`config.mk`:
```
export PLATFORM = sky130hd
export DESIGN_NAME = ps2_kbd_bridge_flat
export DESIGN_NICKNAME = d
export VERILOG_FILES = /design/src/rtl/ps2_kbd_pkg.sv /design/src/rtl/ps2_kbd_bridge_if.sv /design/src/rtl/ps2_kbd_bridge_sync_fifo.sv /design/src/rtl/ps2_kbd_bridge.sv /design/src/flat_wrapper.sv
export SDC_FILE = /design/constraint.sdc
export NUM_CORES = 1
export LEC_CHECK = 0
export ABC_AREA = 1
export BUFFER_PORTS_ARGS = -buffer_cell sky130_fd_sc_hd__buf_2
export CAP_MARGIN = 25
export CORE_MARGIN = 2
export CORE_UTILIZATION = 25
export CTS_CLUSTER_SIZE = 8
export DETAILED_ROUTE_END_ITERATION = 10
export GPL_TIMING_DRIVEN = 1
export SYNTH_ARGS = -nofsm -noshare
export SYNTH_HDL_FRONTEND = slang
export SYNTH_SLANG_ARGS = --single-unit
```
`constraint.sdc`:
```
create_clock -name clk -period 3.7 [get_ports clk]
set_input_delay 0.555 -clock clk [delete_from_list [all_inputs] [get_ports clk]]
set_output_delay 0.555 -clock clk [all_outputs]
set_load 0.02 [all_outputs]
```
`src/rtl/ps2_kbd_pkg.sv`:
```
// Shared definitions for the PS/2 keyboard bridge: state encodings, default
// ring-buffer addresses (mirrored by the software header) and small helpers.
package ps2_kbd_pkg;

    typedef enum logic [1:0] {
        RX_IDLE   = 2'd0,
        RX_DATA   = 2'd1,
        RX_PARITY = 2'd2,
        RX_STOP   = 2'd3
    } rx_state_t;

    typedef enum logic [2:0] {
        W_IDLE   = 3'd0,
        W_REQ    = 3'd1,
        W_RDTAIL = 3'd2,
        W_RDWAIT = 3'd3,
        W_CHECK  = 3'd4,
        W_WRDATA = 3'd5,
        W_WRHEAD = 3'd6
    } wr_state_t;

    localparam logic [31:0] DEF_BUF_BASE  = 32'h0000_1000;
    localparam logic [31:0] DEF_HEAD_ADDR = 32'h0000_0FF8;
    localparam logic [31:0] DEF_TAIL_ADDR = 32'h0000_0FFC;

    // PS/2 uses odd parity across the data byte and the parity bit together
    function automatic logic odd_parity_ok(input logic [7:0] data, input logic par);
        return (^{data, par}) == 1'b1;
    endfunction

    function automatic logic [7:0] sat_add8(input logic [7:0] base, input logic [1:0] inc);
        logic [8:0] sum;
        sum = {1'b0, base} + {7'd0, inc};
        return sum[8] ? 8'hFF : sum[7:0];
    endfunction

endpackage

```
`src/rtl/ps2_kbd_bridge_if.sv`:
```
// Port-B I/O bus between the keyboard bridge (master) and the arbiter/data memory (slave).
interface ps2_kbd_bridge_if;
    logic        io_req;
    logic        io_gnt;
    logic [31:0] io_addr;
    logic        io_wren;
    logic [31:0] io_wdata;
    logic [31:0] io_rdata;

    modport master (output io_req, io_addr, io_wren, io_wdata, input io_gnt, io_rdata);
    modport slave  (input io_req, io_addr, io_wren, io_wdata, output io_gnt, io_rdata);
endinterface

```
`src/rtl/ps2_kbd_bridge_sync_fifo.sv`:
```
// Small synchronous FIFO; a push while full or a pop while empty is ignored.
module sync_fifo #(
    parameter int unsigned WIDTH = 8,
    parameter int unsigned DEPTH = 4
) (
    input  logic             clk,
    input  logic             rst,
    input  logic             push,
    input  logic             pop,
    input  logic [WIDTH-1:0] din,
    output logic             full,
    output logic             empty,
    output logic [WIDTH-1:0] dout
);
    localparam int unsigned AW = (DEPTH > 1) ? $clog2(DEPTH) : 1;
    localparam logic [AW:0] FULL_CNT = (AW + 1)'(DEPTH);

    logic [WIDTH-1:0] mem_r [DEPTH];
    logic [AW-1:0]    wr_ptr_r;
    logic [AW-1:0]    rd_ptr_r;
    logic [AW:0]      count_r;
    logic             do_push_s;
    logic             do_pop_s;

    assign full      = (count_r == FULL_CNT);
    assign empty     = (count_r == '0);
    assign dout      = mem_r[rd_ptr_r];
    assign do_push_s = push & ~full;
    assign do_pop_s  = pop & ~empty;

    // Storage, pointers and occupancy count
    always_ff @(posedge clk or negedge rst) begin
        if (!rst) begin
            wr_ptr_r <= '0;
            rd_ptr_r <= '0;
            count_r  <= '0;
            for (int unsigned i = 0; i < DEPTH; i++) begin
                mem_r[i] <= '0;
            end
        end else begin
            if (do_push_s) begin
                mem_r[wr_ptr_r] <= din;
                wr_ptr_r        <= wr_ptr_r + 1'b1;
            end
            if (do_pop_s) begin
                rd_ptr_r <= rd_ptr_r + 1'b1;
            end
            case ({do_push_s, do_pop_s})
                2'b10:   count_r <= count_r + 1'b1;
                2'b01:   count_r <= count_r - 1'b1;
                default: count_r <= count_r;
            endcase
        end
    end

endmodule

```
`src/rtl/ps2_kbd_bridge.sv`:
```
// PS/2 keyboard receiver that appends each scan code to a software-polled ring
// buffer in data memory through the port-B I/O bus.
module ps2_kbd_bridge
    import ps2_kbd_pkg::*;
#(
    parameter int unsigned TIMEOUT_CYC = 50000,
    parameter logic [31:0] BUF_BASE    = DEF_BUF_BASE,
    parameter int unsigned BUF_DEPTH   = 16,
    parameter logic [31:0] HEAD_ADDR   = DEF_HEAD_ADDR,
    parameter logic [31:0] TAIL_ADDR   = DEF_TAIL_ADDR,
    parameter int unsigned FIFO_DEPTH  = 4
) (
    input  logic                    clk,
    input  logic                    rst,
    input  logic                    ps2_clk,
    input  logic                    ps2_data,
    ps2_kbd_bridge_if.master        bus,
    output logic                    frame_err,
    output logic [7:0]              ovf_cnt
);
    localparam int unsigned HW       = $clog2(BUF_DEPTH);
    localparam int unsigned TW       = $clog2(TIMEOUT_CYC + 1);
    localparam logic [TW-1:0] TO_MAX = TW'(TIMEOUT_CYC);
    localparam logic [HW-1:0] HEAD_ONE = HW'(1);

    logic [2:0]    clk_sync_r;
    logic [1:0]    dat_sync_r;
    logic          fall_s;
    logic          bit_s;
    rx_state_t     rx_state_r, rx_next_s;
    logic [2:0]    bit_cnt_r, bit_cnt_next_s;
    logic [7:0]    shift_r, shift_next_s;
    logic          par_ok_r, par_ok_next_s;
    logic          push_r, push_next_s;
    logic          err_s, frame_err_r, timeout_s;
    logic [TW-1:0] to_cnt_r;
    logic          fifo_full_s, fifo_empty_s, fifo_drop_s;
    logic [7:0]    fifo_dout_s;
    logic [7:0]    ovf_r;
    wr_state_t     wr_state_r, wr_next_s;
    logic [HW-1:0] head_r, head_next_s, head_inc_s, tail_r, tail_next_s;
    logic          pend_r, pend_next_s, pop_s, ring_drop_s;
    logic          req_s, wren_s;
    logic [31:0]   addr_s, wdata_s;
    logic          rdata_unused_s;

    // Line synchronisers; idle-high reset values keep reset release edge-free
    always_ff @(posedge clk or negedge rst) begin
        if (!rst) begin
            clk_sync_r <= 3'b111;
            dat_sync_r <= 2'b11;
        end else begin
            clk_sync_r <= {clk_sync_r[1:0], ps2_clk};
            dat_sync_r <= {dat_sync_r[0], ps2_data};
        end
    end

    assign fall_s    = clk_sync_r[2] & ~clk_sync_r[1];
    assign bit_s     = dat_sync_r[1];
    assign timeout_s = (rx_state_r != RX_IDLE) && (to_cnt_r == TO_MAX) && !fall_s;

    // Receiver state, shift register, timeout counter and error pulse
    always_ff @(posedge clk or negedge rst) begin
        if (!rst) begin
            rx_state_r  <= RX_IDLE;
            bit_cnt_r   <= 3'd0;
            shift_r     <= 8'd0;
            par_ok_r    <= 1'b0;
            push_r      <= 1'b0;
            frame_err_r <= 1'b0;
            to_cnt_r    <= '0;
        end else begin
            rx_state_r  <= rx_next_s;
            bit_cnt_r   <= bit_cnt_next_s;
            shift_r     <= shift_next_s;
            par_ok_r    <= par_ok_next_s;
            push_r      <= push_next_s;
            frame_err_r <= err_s;
            if (fall_s) begin
                to_cnt_r <= '0;
            end else if (to_cnt_r != TO_MAX) begin
                to_cnt_r <= to_cnt_r + 1'b1;
            end
        end
    end

    // Receiver next state: one step per falling PS/2 clock edge
    always_comb begin
        rx_next_s      = rx_state_r;
        bit_cnt_next_s = bit_cnt_r;
        shift_next_s   = shift_r;
        par_ok_next_s  = par_ok_r;
        push_next_s    = 1'b0;
        err_s          = 1'b0;
        if (timeout_s) begin
            rx_next_s = RX_IDLE;
            err_s     = 1'b1;
        end else if (fall_s) begin
            case (rx_state_r)
                RX_IDLE: begin
                    if (!bit_s) begin
                        rx_next_s      = RX_DATA;
                        bit_cnt_next_s = 3'd0;
                    end else begin
                        err_s = 1'b1;
                    end
                end
                RX_DATA: begin
                    shift_next_s   = {bit_s, shift_r[7:1]};
                    bit_cnt_next_s = bit_cnt_r + 3'd1;
                    if (bit_cnt_r == 3'd7) begin
                        rx_next_s = RX_PARITY;
                    end else begin
                        rx_next_s = RX_DATA;
                    end
                end
                RX_PARITY: begin
                    par_ok_next_s = odd_parity_ok(shift_r, bit_s);
                    rx_next_s     = RX_STOP;
                end
                RX_STOP: begin
                    rx_next_s = RX_IDLE;
                    if (bit_s && par_ok_r) begin
                        push_next_s = 1'b1;
                    end else begin
                        err_s = 1'b1;
                    end
                end
                default: rx_next_s = RX_IDLE;
            endcase
        end else begin
            rx_next_s = rx_state_r;
        end
    end

    sync_fifo #(.WIDTH(8), .DEPTH(FIFO_DEPTH)) u_fifo (
        .clk   (clk),
        .rst   (rst),
        .push  (push_r),
        .pop   (pop_s),
        .din   (shift_r),
        .full  (fifo_full_s),
        .empty (fifo_empty_s),
        .dout  (fifo_dout_s)
    );

    assign fifo_drop_s = push_r & fifo_full_s;
    assign head_inc_s  = head_r + HEAD_ONE;

    // Writer state, ring indices and drop counter
    always_ff @(posedge clk or negedge rst) begin
        if (!rst) begin
            wr_state_r <= W_IDLE;
            head_r     <= '0;
            tail_r     <= '0;
            pend_r     <= 1'b0;
            ovf_r      <= 8'd0;
        end else begin
            wr_state_r <= wr_next_s;
            head_r     <= head_next_s;
            tail_r     <= tail_next_s;
            pend_r     <= pend_next_s;
            ovf_r      <= sat_add8(ovf_r, {1'b0, fifo_drop_s} + {1'b0, ring_drop_s});
        end
    end

    // Writer next state and bus outputs; pend_r marks a data word whose head update is still owed
    always_comb begin
        wr_next_s   = wr_state_r;
        head_next_s = head_r;
        tail_next_s = tail_r;
        pend_next_s = pend_r;
        pop_s       = 1'b0;
        ring_drop_s = 1'b0;
        req_s       = (wr_state_r != W_IDLE);
        wren_s      = 1'b0;
        addr_s      = 32'd0;
        wdata_s     = 32'd0;
        case (wr_state_r)
            W_IDLE: begin
                if (!fifo_empty_s || pend_r) begin
                    wr_next_s = W_REQ;
                end else begin
                    wr_next_s = W_IDLE;
                end
            end
            W_REQ: begin
                if (bus.io_gnt) begin
                    wr_next_s = W_RDTAIL;
                end else begin
                    wr_next_s = W_REQ;
                end
            end
            W_RDTAIL: begin
                addr_s = TAIL_ADDR;
                if (bus.io_gnt) begin
                    wr_next_s = W_RDWAIT;
                end else begin
                    wr_next_s = W_REQ;
                end
            end
            W_RDWAIT: begin
                if (bus.io_gnt) begin
                    tail_next_s = bus.io_rdata[HW-1:0];
                    wr_next_s   = W_CHECK;
                end else begin
                    wr_next_s = W_REQ;
                end
            end
            W_CHECK: begin
                if (!bus.io_gnt) begin
                    wr_next_s = W_REQ;
                end else if (pend_r) begin
                    wr_next_s = W_WRHEAD;
                end else if (head_inc_s == tail_r) begin
                    pop_s       = 1'b1;
                    ring_drop_s = 1'b1;
                    wr_next_s   = W_IDLE;
                end else begin
                    wr_next_s = W_WRDATA;
                end
            end
            W_WRDATA: begin
                if (bus.io_gnt) begin
                    addr_s      = BUF_BASE + {{(30 - HW){1'b0}}, head_r, 2'b00};
                    wdata_s     = {24'd0, fifo_dout_s};
                    wren_s      = 1'b1;
                    pop_s       = 1'b1;
                    pend_next_s = 1'b1;
                    wr_next_s   = W_WRHEAD;
                end else begin
                    wr_next_s = W_REQ;
                end
            end
            W_WRHEAD: begin
                if (bus.io_gnt) begin
                    addr_s      = HEAD_ADDR;
                    wdata_s     = 32'(head_inc_s);
                    wren_s      = 1'b1;
                    head_next_s = head_inc_s;
                    pend_next_s = 1'b0;
                    wr_next_s   = W_IDLE;
                end else begin
                    wr_next_s = W_REQ;
                end
            end
            default: wr_next_s = W_IDLE;
        endcase
    end

    assign rdata_unused_s = ^bus.io_rdata[31:HW];
    assign bus.io_req     = req_s;
    assign bus.io_wren    = wren_s;
    assign bus.io_addr    = addr_s;
    assign bus.io_wdata   = wdata_s;
    assign frame_err      = frame_err_r;
    assign ovf_cnt        = ovf_r;

endmodule
```
`src/flat_wrapper.sv`:
```
// flat-port wrapper written by rule: the top's interface ports become plain ports
module ps2_kbd_bridge_flat import ps2_kbd_pkg::*;
#(
    parameter int unsigned TIMEOUT_CYC = 50000,
    parameter logic [31:0] BUF_BASE    = DEF_BUF_BASE,
    parameter int unsigned BUF_DEPTH   = 16,
    parameter logic [31:0] HEAD_ADDR   = DEF_HEAD_ADDR,
    parameter logic [31:0] TAIL_ADDR   = DEF_TAIL_ADDR,
    parameter int unsigned FIFO_DEPTH  = 4
)
  (clk, rst, ps2_clk, ps2_data, frame_err, ovf_cnt, bus_io_req, bus_io_addr, bus_io_wren, bus_io_wdata, bus_io_gnt, bus_io_rdata);
  ps2_kbd_bridge_if bus_i ();
  input  logic clk;
  input  logic rst;
  input  logic ps2_clk;
  input  logic ps2_data;
  output logic frame_err;
  output logic [7:0] ovf_cnt;
  output wire logic [$bits(bus_i.io_req)-1:0] bus_io_req;
  output wire logic [$bits(bus_i.io_addr)-1:0] bus_io_addr;
  output wire logic [$bits(bus_i.io_wren)-1:0] bus_io_wren;
  output wire logic [$bits(bus_i.io_wdata)-1:0] bus_io_wdata;
  input wire logic [$bits(bus_i.io_gnt)-1:0] bus_io_gnt;
  input wire logic [$bits(bus_i.io_rdata)-1:0] bus_io_rdata;
  assign bus_io_req = bus_i.io_req;
  assign bus_io_addr = bus_i.io_addr;
  assign bus_io_wren = bus_i.io_wren;
  assign bus_io_wdata = bus_i.io_wdata;
  assign bus_i.io_gnt = bus_io_gnt;
  assign bus_i.io_rdata = bus_io_rdata;
  ps2_kbd_bridge #(.TIMEOUT_CYC(TIMEOUT_CYC), .BUF_BASE(BUF_BASE), .BUF_DEPTH(BUF_DEPTH), .HEAD_ADDR(HEAD_ADDR), .TAIL_ADDR(TAIL_ADDR), .FIFO_DEPTH(FIFO_DEPTH)) u_core (.clk(clk), .rst(rst), .ps2_clk(ps2_clk), .ps2_data(ps2_data), .bus(bus_i), .frame_err(frame_err), .ovf_cnt(ovf_cnt));
endmodule
```
==> impl_metrics.env <==
export IMPL_ant_nets=0
export IMPL_die_area_sq_um=21790
export IMPL_dp_hpwl_mm=7.001
export IMPL_hold_viol_final=0
export IMPL_ys_ff_latch=96
export IMPL_netlist_area_sq_um=5156
export IMPL_grt_max_degree=59
export IMPL_tightest_slew_ns=0.7777
export IMPL_criticalPathCategory="flop to flop"
export IMPL_maxCapViolations=0
export IMPL_cts_buffers=9
export IMPL_instances_no_fill=916
export IMPL_timing_final_crit_period_ns=2.795
export IMPL_finalSetupViolCount=0
export IMPL_finalMaxSlewViolations=0
export IMPL_viasPerCell=4.143
export IMPL_synth_edf_count=0
export IMPL_cts_tree="done"
export IMPL_initial_core_util=0.2548
export IMPL_hold_class="primary input to async pin"
export IMPL_avgSynthCellArea_sq_um=8.495
export IMPL_final_core_util=0.2811
export IMPL_rsz0062_at_grt="false"
export IMPL_drc=0
export IMPL_dpl_cell_count=901
export IMPL_path_max_fanout=7
export IMPL_fp_dieW_um=147.6
export IMPL_grt_pass1_wl_mm=17.45
export IMPL_vdd_drop_max_v=0.0002637
export IMPL_cts_hold_buf=0
export IMPL_placement_io_buffers=38
export IMPL_num_io_pins=112
export IMPL_route_vias_total=3795
export IMPL_rows=52
export IMPL_clkSinkCount=96
export IMPL_fill_cells=2187
export IMPL_p_per_area_nw_per_um2=584.7
export IMPL_post_cts_resized=0
export IMPL_synth_cells=607
export IMPL_worstSetupEndpointType="flop"
export IMPL_clk_pin_slew_ns=0.07
export IMPL_slew_headroom=0.4816
export IMPL_layout_setup_ws_ns=0.9052
export IMPL_fin_skew_ns=0.008720
export IMPL_cts_post_setup_buffers_inserted=0
export IMPL_synth_ff_type="dfrtp_1"
export IMPL_drt_first_iter_violations=273
export IMPL_wirelength_mm=10.02
export IMPL_async_reset_ff_frac=1.000
export IMPL_drive_gt1_frac=0.1300
export IMPL_htree_levels=3
export IMPL_cp_arrival_ns=3.07
export IMPL_clock_latency_ns=0.35
export IMPL_syn2layout_area_growth_pct=10.31
export IMPL_grt_overflow=0
export IMPL_leakagePower_nw=2.813
export IMPL_synthDistinctLibCells=41
export IMPL_crit_required_ns=3.98
export IMPL_post_place_ws_ns=0.8885
export IMPL_wl_per_cell_um=10.93
export IMPL_fp_dieH_um=147.6
export IMPL_root_buffer="clkbuf_16"
export IMPL_grt_pass1_vias=3609
export IMPL_n_antenna_cell=0
export IMPL_grt_util_all_layers=0.09995
export IMPL_timing_fmax_mhz=357.8
export IMPL_setup_tns_ns=0
export IMPL_cts_max_path_buffers=2
export IMPL_dr_pass1_iters=5
export IMPL_antenna_found_initial=0
export IMPL_layout_worst_path_cycle_share=0.7553
export IMPL_multi_input_area_sq_um=2191
export IMPL_seqCellArea_sq_um=2409
export IMPL_coreArea_sq_um=20230
export IMPL_status="finished, final reports clean"
export IMPL_final_nets=696
export IMPL_gp_congestion=0.7633
export IMPL_ys_seq_area_frac=0.4671
export IMPL_worstSetupStartpointType="flop"
export IMPL_yosys_warnings=0
[area by class of cell]
cell class              count  share of cell area
flip-flops and latches     96              0.4234
well taps                 270             0.05939
clock buffers              11             0.04267
clock inverters             4            0.005499
inverters                  69             0.04597
repair buffers             41             0.03784
multi-input cells         425              0.3852
[stage by stage]
step	hold slack, ns	cell area (sq um)	total power, mW
finish	0.2904	5688	3.326
global route	0.2846	5688	3.596
CTS	0.2837	5688	3.379
detailed placement	0.3472	5414	2.478
global placement	0.3467	5414	2.457
floorplan	0.2594	5321	2.256
[Yosys cell counts, types with 3 or more instances]
library cell | instances | area share
dfstp_2 | 5 | 0.025
nand2_4 | 4 | 0.0087
nor2_2 | 3 | 0.0036
inv_2 | 5 | 0.0036
nand4_1 | 5 | 0.0061
buf_4 | 50 | 0.073
nor2_1 | 50 | 0.036
a21oi_1 | 23 | 0.022
buf_2 | 5 | 0.0049
xor2_1 | 5 | 0.0085
nor3_1 | 6 | 0.0058
nand2_1 | 121 | 0.088
nand3_1 | 21 | 0.020
xnor2_1 | 5 | 0.0085
nor2_4 | 4 | 0.0087
dfrtp_1 | 91 | 0.44
inv_1 | 63 | 0.046
o21ai_0 | 90 | 0.087
o22ai_1 | 6 | 0.0073
ha_1 | 15 | 0.036
buf_6 | 5 | 0.011
[worst max-delay path, stage by stage (launching register included)]
cell	delay, ns
dfrtp_1	0.46
ha_1	0.36
xnor2_1	0.16
nand2_1	0.07
nor2_2	0.13
nand4_2	0.16
fa_1	0.39
inv_1	0.10
ha_1	0.17
nand2_1	0.07
nor2_1	0.18
and3_1	0.21
nand2_1	0.15
o21ai_0	0.12
[registers in the layout, summed over array words and instances, names as in the netlist]
| name | cells |
|---|---|
| u_core.head_r | 4 |
| u_core.push_r | 1 |
| u_core.to_cnt_r | 16 |
| u_core.pend_r | 1 |
| u_core.u_fifo.count_r | 3 |
| u_core.ovf_cnt | 8 |
| u_core.frame_err | 1 |
| u_core.dat_sync_r | 2 |
| u_core.u_fifo.mem_r | 32 |
| u_core.u_fifo.wr_ptr_r | 2 |
| u_core.bit_cnt_r | 3 |
| u_core.clk_sync_r | 3 |
| u_core.rx_state_r | 2 |
| u_core.tail_r | 4 |
| u_core.shift_r | 8 |
| u_core.par_ok_r | 1 |
| u_core.u_fifo.rd_ptr_r | 2 |
| u_core.wr_state_r | 3 |
[path summary, 6_finish.rpt]
path	start	end	slack, ns	cells after the start
worst max-delay path	u_core.head_r[0]	u_core.ovf_cnt[6]	0.91	13
worst min-delay path	rst	u_core.bit_cnt_r[0]	0.29	1
worst max register to register	u_core.head_r[0]	u_core.ovf_cnt[6]	0.91	13
worst min register to register	u_core.clk_sync_r[0]	u_core.clk_sync_r[1]	0.36	0
max in group asynchronous	rst	u_core.pend_r	2.62	2
min in group clk	ps2_clk	u_core.clk_sync_r[0]	0.30	1
[logic make-up (layout without fill, tap and decap cells)]
logic type,after synthesis,in the layout,share of synthesized area
adder cells (fa/ha/maj),17,17,0.04416
AND/OR/NAND/NOR,221,221,0.1900
other,1,45,0.0007273
AO/OA/AOI/OAI,130,130,0.1366
XOR/XNOR,10,10,0.01699
flip-flops,96,96,0.4671
multiplexers,2,2,0.004368
buffers and inverters,130,125,0.1400
[cell usage in the layout, fill, tap and decap left out, types with 6 or more instances in the layout]
cell	instances
nand2_1	121
dfrtp_1	91
o21ai_0	90
inv_1	63
nor2_1	50
conb_1	45
buf_2	37
a21oi_1	23
nand3_1	21
ha_1	15
clkbuf_16	9
o22ai_1	6
nor3_1	6
[power breakdown]
part	switching, mW	leakage, nW	total [mW]	internal, mW
Clock	0.404	0.136	0.877	0.473
Sequential	0.160	1.27	1.38	1.22
Combinational	0.708	1.41	1.07	0.363
[metal layers]
metal	track usage	vias to the layer above	wire length, um
met4	0.03702	0	173
met5	0	-	0
met1	0.1316	1758	4759
met3	0.03025	13	479
met2	0.1553	77	4604
li1	-	1947	-
No activity file was read; power rests on OpenSTA's default activity.
